[config.mk]
export PLATFORM = sky130hd
export DESIGN_NAME = blink_pattern_detector
export DESIGN_NICKNAME = d
export VERILOG_FILES = /design/src/rtl/blink_pattern_detector.sv
export SDC_FILE = /design/constraint.sdc
export NUM_CORES = 1
export LEC_CHECK = 0
export CAP_MARGIN = 20
export CORE_ASPECT_RATIO = 1.2
export CORE_MARGIN = 4
export CORE_UTILIZATION = 30
export CTS_CLUSTER_SIZE = 30
export DETAILED_ROUTE_END_ITERATION = 12
export GPL_TIMING_DRIVEN = 0
export HOLD_SLACK_MARGIN = 0.02
export PLACE_DENSITY = 0.56
export SYNTH_ARGS = -nofsm -noshare
export SYNTH_HDL_FRONTEND = slang
export SYNTH_SLANG_ARGS = --single-unit
[constraint.sdc]
create_clock -name clk -period 3.37 [get_ports clk]
set_clock_uncertainty 0.05 [all_clocks]
set_input_delay 0.674 -clock clk [delete_from_list [all_inputs] [get_ports clk]]
set_output_delay 0.674 -clock clk [all_outputs]
set_load 0.005 [all_outputs]
[src/rtl/blink_pattern_detector.sv]
// Purpose: recognise the blink pattern ON6/OFF4/ON6/OFF4/ON7 (in sample ticks) on an async input.
// Latency: detected rises on the 3rd clk edge after blink_in falls at the end of seg4 (TICK_DIV=1).
// Backpressure: none; blink_in is sampled continuously and the outputs are fire-and-forget pulses.
//
// Ports:
//   clk          system clock, all state on its rising edge
//   reset        asynchronous active-low reset
//   blink_in     asynchronous blink level, 1 = ON
//   detected     one-cycle pulse when a full valid pattern ends
//   error        one-cycle pulse when a pattern violation is found
//   busy         high whenever the FSM is not in IDLE
//   seg_idx      segment being measured (0..4), 0 outside MEASURE
//   match_count  saturating count of detected patterns
//
// Build option: define BLINK_TOLERANCE_EN to accept runs within +/-1 tick of the
// expected length (overflow then fires at expected+2); otherwise runs must be exact.

module blink_pattern_detector #(
  parameter int unsigned TICK_DIV  = 1,
  parameter int unsigned GAP_TICKS = 4
) (
  input  logic       clk,
  input  logic       reset,
  input  logic       blink_in,
  output logic       detected,
  output logic       error,
  output logic       busy,
  output logic [2:0] seg_idx,
  output logic [7:0] match_count
);

  typedef enum logic [1:0] {
    ST_IDLE,
    ST_MEASURE,
    ST_ERROR,
    ST_WAIT_LOW
  } state_t;

  localparam logic [7:0] PRESC_MAX = 8'(TICK_DIV - 1);
  localparam logic [7:0] GAP_MAX   = 8'(GAP_TICKS - 1);

  state_t     state, state_nxt;
  logic       sync_meta, sync_s;
  logic [7:0] presc;
  logic       tick;
  logic [3:0] run_cnt, run_cnt_nxt;
  logic [2:0] seg_idx_nxt;
  logic [7:0] gap_cnt, gap_cnt_nxt;
  logic       detected_nxt, error_nxt;

  logic [3:0] exp_len_cur, run_lo, run_hi;
  logic       in_range;
  logic       seg_level;

  // Expected run length of each segment, in ticks.
  function automatic logic [3:0] exp_len(input logic [2:0] idx);
    case (idx)
      3'd0:    exp_len = 4'd6;
      3'd1:    exp_len = 4'd4;
      3'd2:    exp_len = 4'd6;
      3'd3:    exp_len = 4'd4;
      default: exp_len = 4'd7;
    endcase
  endfunction

  // Two-flop synchronizer; only sync_s is ever looked at by the FSM.
  always_ff @(posedge clk or negedge reset) begin
    if (!reset) begin
      sync_meta <= 1'b0;
      sync_s    <= 1'b0;
    end else begin
      sync_meta <= blink_in;
      sync_s    <= sync_meta;
    end
  end

  // Free-running prescaler; with TICK_DIV=1 the counter sits at 0 and tick is constant high.
  assign tick = (presc == PRESC_MAX);

  always_ff @(posedge clk or negedge reset) begin
    if (!reset) begin
      presc <= 8'd0;
    end else if (tick) begin
      presc <= 8'd0;
    end else begin
      presc <= presc + 8'd1;
    end
  end

  // Even segments are ON, odd segments are OFF.
  assign seg_level = ~seg_idx[0];

  always_comb begin
    exp_len_cur = exp_len(seg_idx);
`ifdef BLINK_TOLERANCE_EN
    run_lo = exp_len_cur - 4'd1;
    run_hi = exp_len_cur + 4'd1;
`else
    run_lo = exp_len_cur;
    run_hi = exp_len_cur;
`endif
    in_range = (run_cnt >= run_lo) && (run_cnt <= run_hi);
  end

  // State register, including the registered pulse outputs and match counter.
  always_ff @(posedge clk or negedge reset) begin
    if (!reset) begin
      state       <= ST_IDLE;
      run_cnt     <= 4'd0;
      seg_idx     <= 3'd0;
      gap_cnt     <= 8'd0;
      detected    <= 1'b0;
      error       <= 1'b0;
      match_count <= 8'd0;
    end else begin
      state    <= state_nxt;
      run_cnt  <= run_cnt_nxt;
      seg_idx  <= seg_idx_nxt;
      gap_cnt  <= gap_cnt_nxt;
      detected <= detected_nxt;
      error    <= error_nxt;
      if (detected_nxt && (match_count != 8'hFF)) begin
        match_count <= match_count + 8'd1;
      end
    end
  end

  // Next-state and run/segment/gap counters.
  always_comb begin
    state_nxt   = state;
    run_cnt_nxt = run_cnt;
    seg_idx_nxt = seg_idx;
    gap_cnt_nxt = gap_cnt;
    case (state)
      ST_IDLE: begin
        if (tick && sync_s) begin
          state_nxt   = ST_MEASURE;
          seg_idx_nxt = 3'd0;
          run_cnt_nxt = 4'd1;
        end
      end
      ST_MEASURE: begin
        if (tick) begin
          if (sync_s == seg_level) begin
            // Stopping at run_hi means run_cnt never goes beyond run_hi, so 4 bits never wrap.
            if (run_cnt == run_hi) begin
              state_nxt   = ST_ERROR;
              run_cnt_nxt = 4'd0;
              seg_idx_nxt = 3'd0;
            end else begin
              run_cnt_nxt = run_cnt + 4'd1;
            end
          end else if (!in_range) begin
            state_nxt   = ST_ERROR;
            run_cnt_nxt = 4'd0;
            seg_idx_nxt = 3'd0;
          end else if (seg_idx == 3'd4) begin
            state_nxt   = ST_IDLE;
            run_cnt_nxt = 4'd0;
            seg_idx_nxt = 3'd0;
          end else begin
            seg_idx_nxt = seg_idx + 3'd1;
            run_cnt_nxt = 4'd1;
          end
        end
      end
      ST_ERROR: begin
        // Leaves unconditionally, independent of tick, so error stays one cycle wide.
        state_nxt   = ST_WAIT_LOW;
        gap_cnt_nxt = 8'd0;
      end
      ST_WAIT_LOW: begin
        if (tick) begin
          if (sync_s) begin
            gap_cnt_nxt = 8'd0;
          end else if (gap_cnt == GAP_MAX) begin
            state_nxt   = ST_IDLE;
            gap_cnt_nxt = 8'd0;
          end else begin
            gap_cnt_nxt = gap_cnt + 8'd1;
          end
        end
      end
      default: begin
        state_nxt   = ST_IDLE;
        run_cnt_nxt = 4'd0;
        seg_idx_nxt = 3'd0;
        gap_cnt_nxt = 8'd0;
      end
    endcase
  end

  // Outputs: MEASURE->IDLE only happens on a good seg4 end; ERROR is only entered from MEASURE.
  always_comb begin
    detected_nxt = (state == ST_MEASURE) && (state_nxt == ST_IDLE);
    error_nxt    = (state_nxt == ST_ERROR);
  end

  assign busy = (state != ST_IDLE);

endmodule

==> results list <==
- Detailed-route vias per instance: 4.709
* Endpoint required time on the critical path: about 2.7 ns
- CTS resizes: 0
* Total of max-cap violations: 0
- Total power per unit cell area: 485.5 mW/mm2
- The startpoint identified for the worst hold timing path is sync_meta$_DFF_PN0_.
- P_leak: ~0.98 nW
* Number of antenna violations at the first check in global routing: 0
* Max VDD drop: between 200 and 250 uV
* Die height: ~97 um
- Synth unique cells: between 40 and 50
- For the pin with the worst max-slew slack, the measured transition is 0.8388 ns.
- Rows: 32
- Commonest cells after routing, fill and taps aside: dfrtp_1 (37), nor2_1 (17), nand2_1 (15), clkdlybuf4s50_1 (15), nand3_1 (14)
- The die covers 0.008040 mm2.
* Proportion of netlist area held by the largest area contributor: 0.4631
* Register area share after synthesis: 0.4631
- Clock root buffer master: clkbuf_8
- The most critical setup path has its startpoint at state[1]$_DFF_PN0_.
- In this run the deepest clock path goes through 2 buffers.
- The H-tree generated during clock tree synthesis spans 2 levels.
* Via count: 1441
- Compared with the post-synthesis result, the final layout area differs by 18.15%.
- Final count of negative-setup-slack endpoints: 0
- Cell types occupying the most area after synthesis: dfrtp_1 (46%), xnor2_1 (5.7%), ha_1 (4.4%), nand3_1 (3.5%), nor2_1 (3.2%)
- Gr usage total: 0.1072
- Syn avg cell area: 10.15 um2
* Layout cells sized above 1: 0.1176
* Global-route wire length before repair: slightly below 7 mm
- From left edge to right edge, the die measures 82.53 um.
- Routability-driven placement finished with a final weighted congestion of 0.7504.
- For this run, the detailed router's first-pass iteration total came to 4.
* Highest clock rate: 435.6 MHz
- Once the clock tree was built, the setup fixing pass inserted 0 buffers.
* Half-perimeter wire length after detailed placement: about 2.7 mm
* Input/output buffers: 16
- Fraction of the cycle the final worst path needs: 0.6813
* Net count, final: 230
* Number of global-route vias before repair: around 1500
* Category of the worst setup path launch point: register
- Worst setup path class: register to output pin
- CTS tree: built
- Final-report hold violation count: 0
- Final min period: between 2 and 2.5 ns
- CTS Hold Buffers Added: 0
- Unrepaired setup endpoints after global routing: no
* Number of CTS-inserted buffers: 5
- Synth Instances: 197
- Finished Core Util: 0.3665
- The number of nets handed over by synthesis was 207.
- Kind of end point of the critical path: output pin
* Initial cell density of the core: 0.3102
* Count of unresolved DRC violations after routing: 0
- After the first detailed-routing iteration, the DRC count stood at 26.
- Std-Cell Core Area: approximately 0.0064 mm2
* Startpoint of the lowest-slack register-to-register path: seg_idx[0]$_DFFE_PN0P_
* Outcome: completed
- Summing every instance area after synthesis gives around 0.0020 mm2.
* Final antenna-violating net count: 0
- For the final routed database, the setup TNS stands at 0 ns.
* Worst skew pair latency: 0.28 ns
* Number of diodes: 0
- Top FF cell, synth: dfrtp_1
* Number of flops mapped to enable cells by yosys: 0
- For this run the aggregate overflow at the end of global routing stands at 0.
- STA puts the critical path data arrival time at about 1.6 ns.
- Maximum number of pins on one net before global-route repair: 38
- TritonCTS Sinks: 37
- Worst-path maximum fanout: 9
* Kind of path behind the tightest hold check: register to register
- Count of pins over their slew limit: 0
- Clk slew on worst S/H paths: 0.07 ns
* Worst relative slew slack: 0.4408
- Count of state elements after synthesis: 37
* Final wirelength: about 3.8 mm
* Leading cell type in the layout, fill and taps excluded: dfrtp_1
- In the final routed layout, each cell accounts on average for 12.48 um.
- For this run, the number of Yosys warnings is 0.
- Io pins: 17
- Largest area contributor in the netlist: dfrtp_1
- Share of flip-flops with an asynchronous set or reset: 1.000
## synthesized netlist by cell type, drive strengths merged (3+ instances only)
| cell | n |
|---|---|
| nor4 | 5 |
| and3 | 3 |
| o21ai | 8 |
| nand3 | 15 |
| ha | 7 |
| and2 | 4 |
| nor2 | 18 |
| nand2 | 15 |
| buf | 6 |
| nor3 | 9 |
| a31oi | 4 |
| inv | 9 |
| mux2 | 3 |
| dfrtp | 37 |
| xor2 | 4 |
| a21oi | 7 |
| xnor2 | 13 |
| nand4 | 4 |
| o31ai | 3 |
| nand2b | 4 |
## flip-flops by register name, indices dropped and copies added (netlist names)
register	flops
state	2
gap_cnt	8
sync_meta	1
error	1
seg_idx	3
match_count	8
detected	1
sync_s	1
presc	8
run_cnt	4
## cells by family after synthesis
group                    Yosys count  share of synthesized area
AND/OR/NAND/NOR                   85                     0.2484
multiplexers                       3                    0.01689
buffers and inverters             16                    0.03817
adder cells (fa/ha/maj)            7                    0.04380
flip-flops                        37                     0.4631
AO/OA/AOI/OAI                     32                     0.1151
XOR/XNOR                          17                    0.07447
## critical path, stage by stage (launching register included)
cell and delay (ns):
dfrtp_1 0.36, buf_2 0.18, nor2_1 0.23, inv_1 0.07, clkdlybuf4s50_1 0.45
## layer usage
metal,wire (um),part of all wire,vias to the layer above,GRT usage
li1,-,-,746,-
met1,1782,0.47,670,0.1441
met2,1836,0.48,19,0.1636
met3,147,0.038,6,0.02876
met4,54,0.014,0,0.03774
met5,0,0,-,0
## power by group
| group | switching, W | internal, W | total [W] |
|---|---|---|---|
| Sequential | 0.0000480 | 0.000487 | 0.000535 |
| Clock | 0.000155 | 0.000185 | 0.000339 |
| Combinational | 0.000162 | 0.000111 | 0.000273 |
## per-stage QoR
stage                     std cells  hold slack [ns]  total power [W]  instance area, um2  worst slack [ns]
after global routing            306           0.3088         0.001237                2362            0.9705
after detailed placement        298           0.2858        0.0008164                2261             1.196
after CTS                       306           0.3038         0.001167                2362             1.059
after global placement          298           0.2843        0.0008143                2266            0.6057
final                           306           0.3044         0.001147                2362             1.074
after floorplan                 197           0.2812        0.0007413                1999             1.404
## final timing paths
kind	cells past startpoint	endpoint	slack, ns
max	4	busy	1.07
min	0	sync_s$_DFF_PN0_	0.30
max reg2reg	7	match_count[1]$_DFFE_PN0P_	1.22
min reg2reg	0	sync_s$_DFF_PN0_	0.30
max in group asynchronous	1	gap_cnt[3]$_DFFE_PN0P_	2.31
min in group asynchronous	1	presc[4]$_DFF_PN0_	0.44
## cell type report
class / instances / area, um2
buffer: 7 / 42.54
clock buffer: 7 / 96.34
clock inverter: 1 / 5.005
fill: 664 / 4084
inverter: 9 / 33.78
multi-input combinational: 144 / 997.2
sequential: 37 / 925.9
tap: 85 / 106.4
timing repair buffer: 16 / 155.1
(Power assumes the default switching activity.)
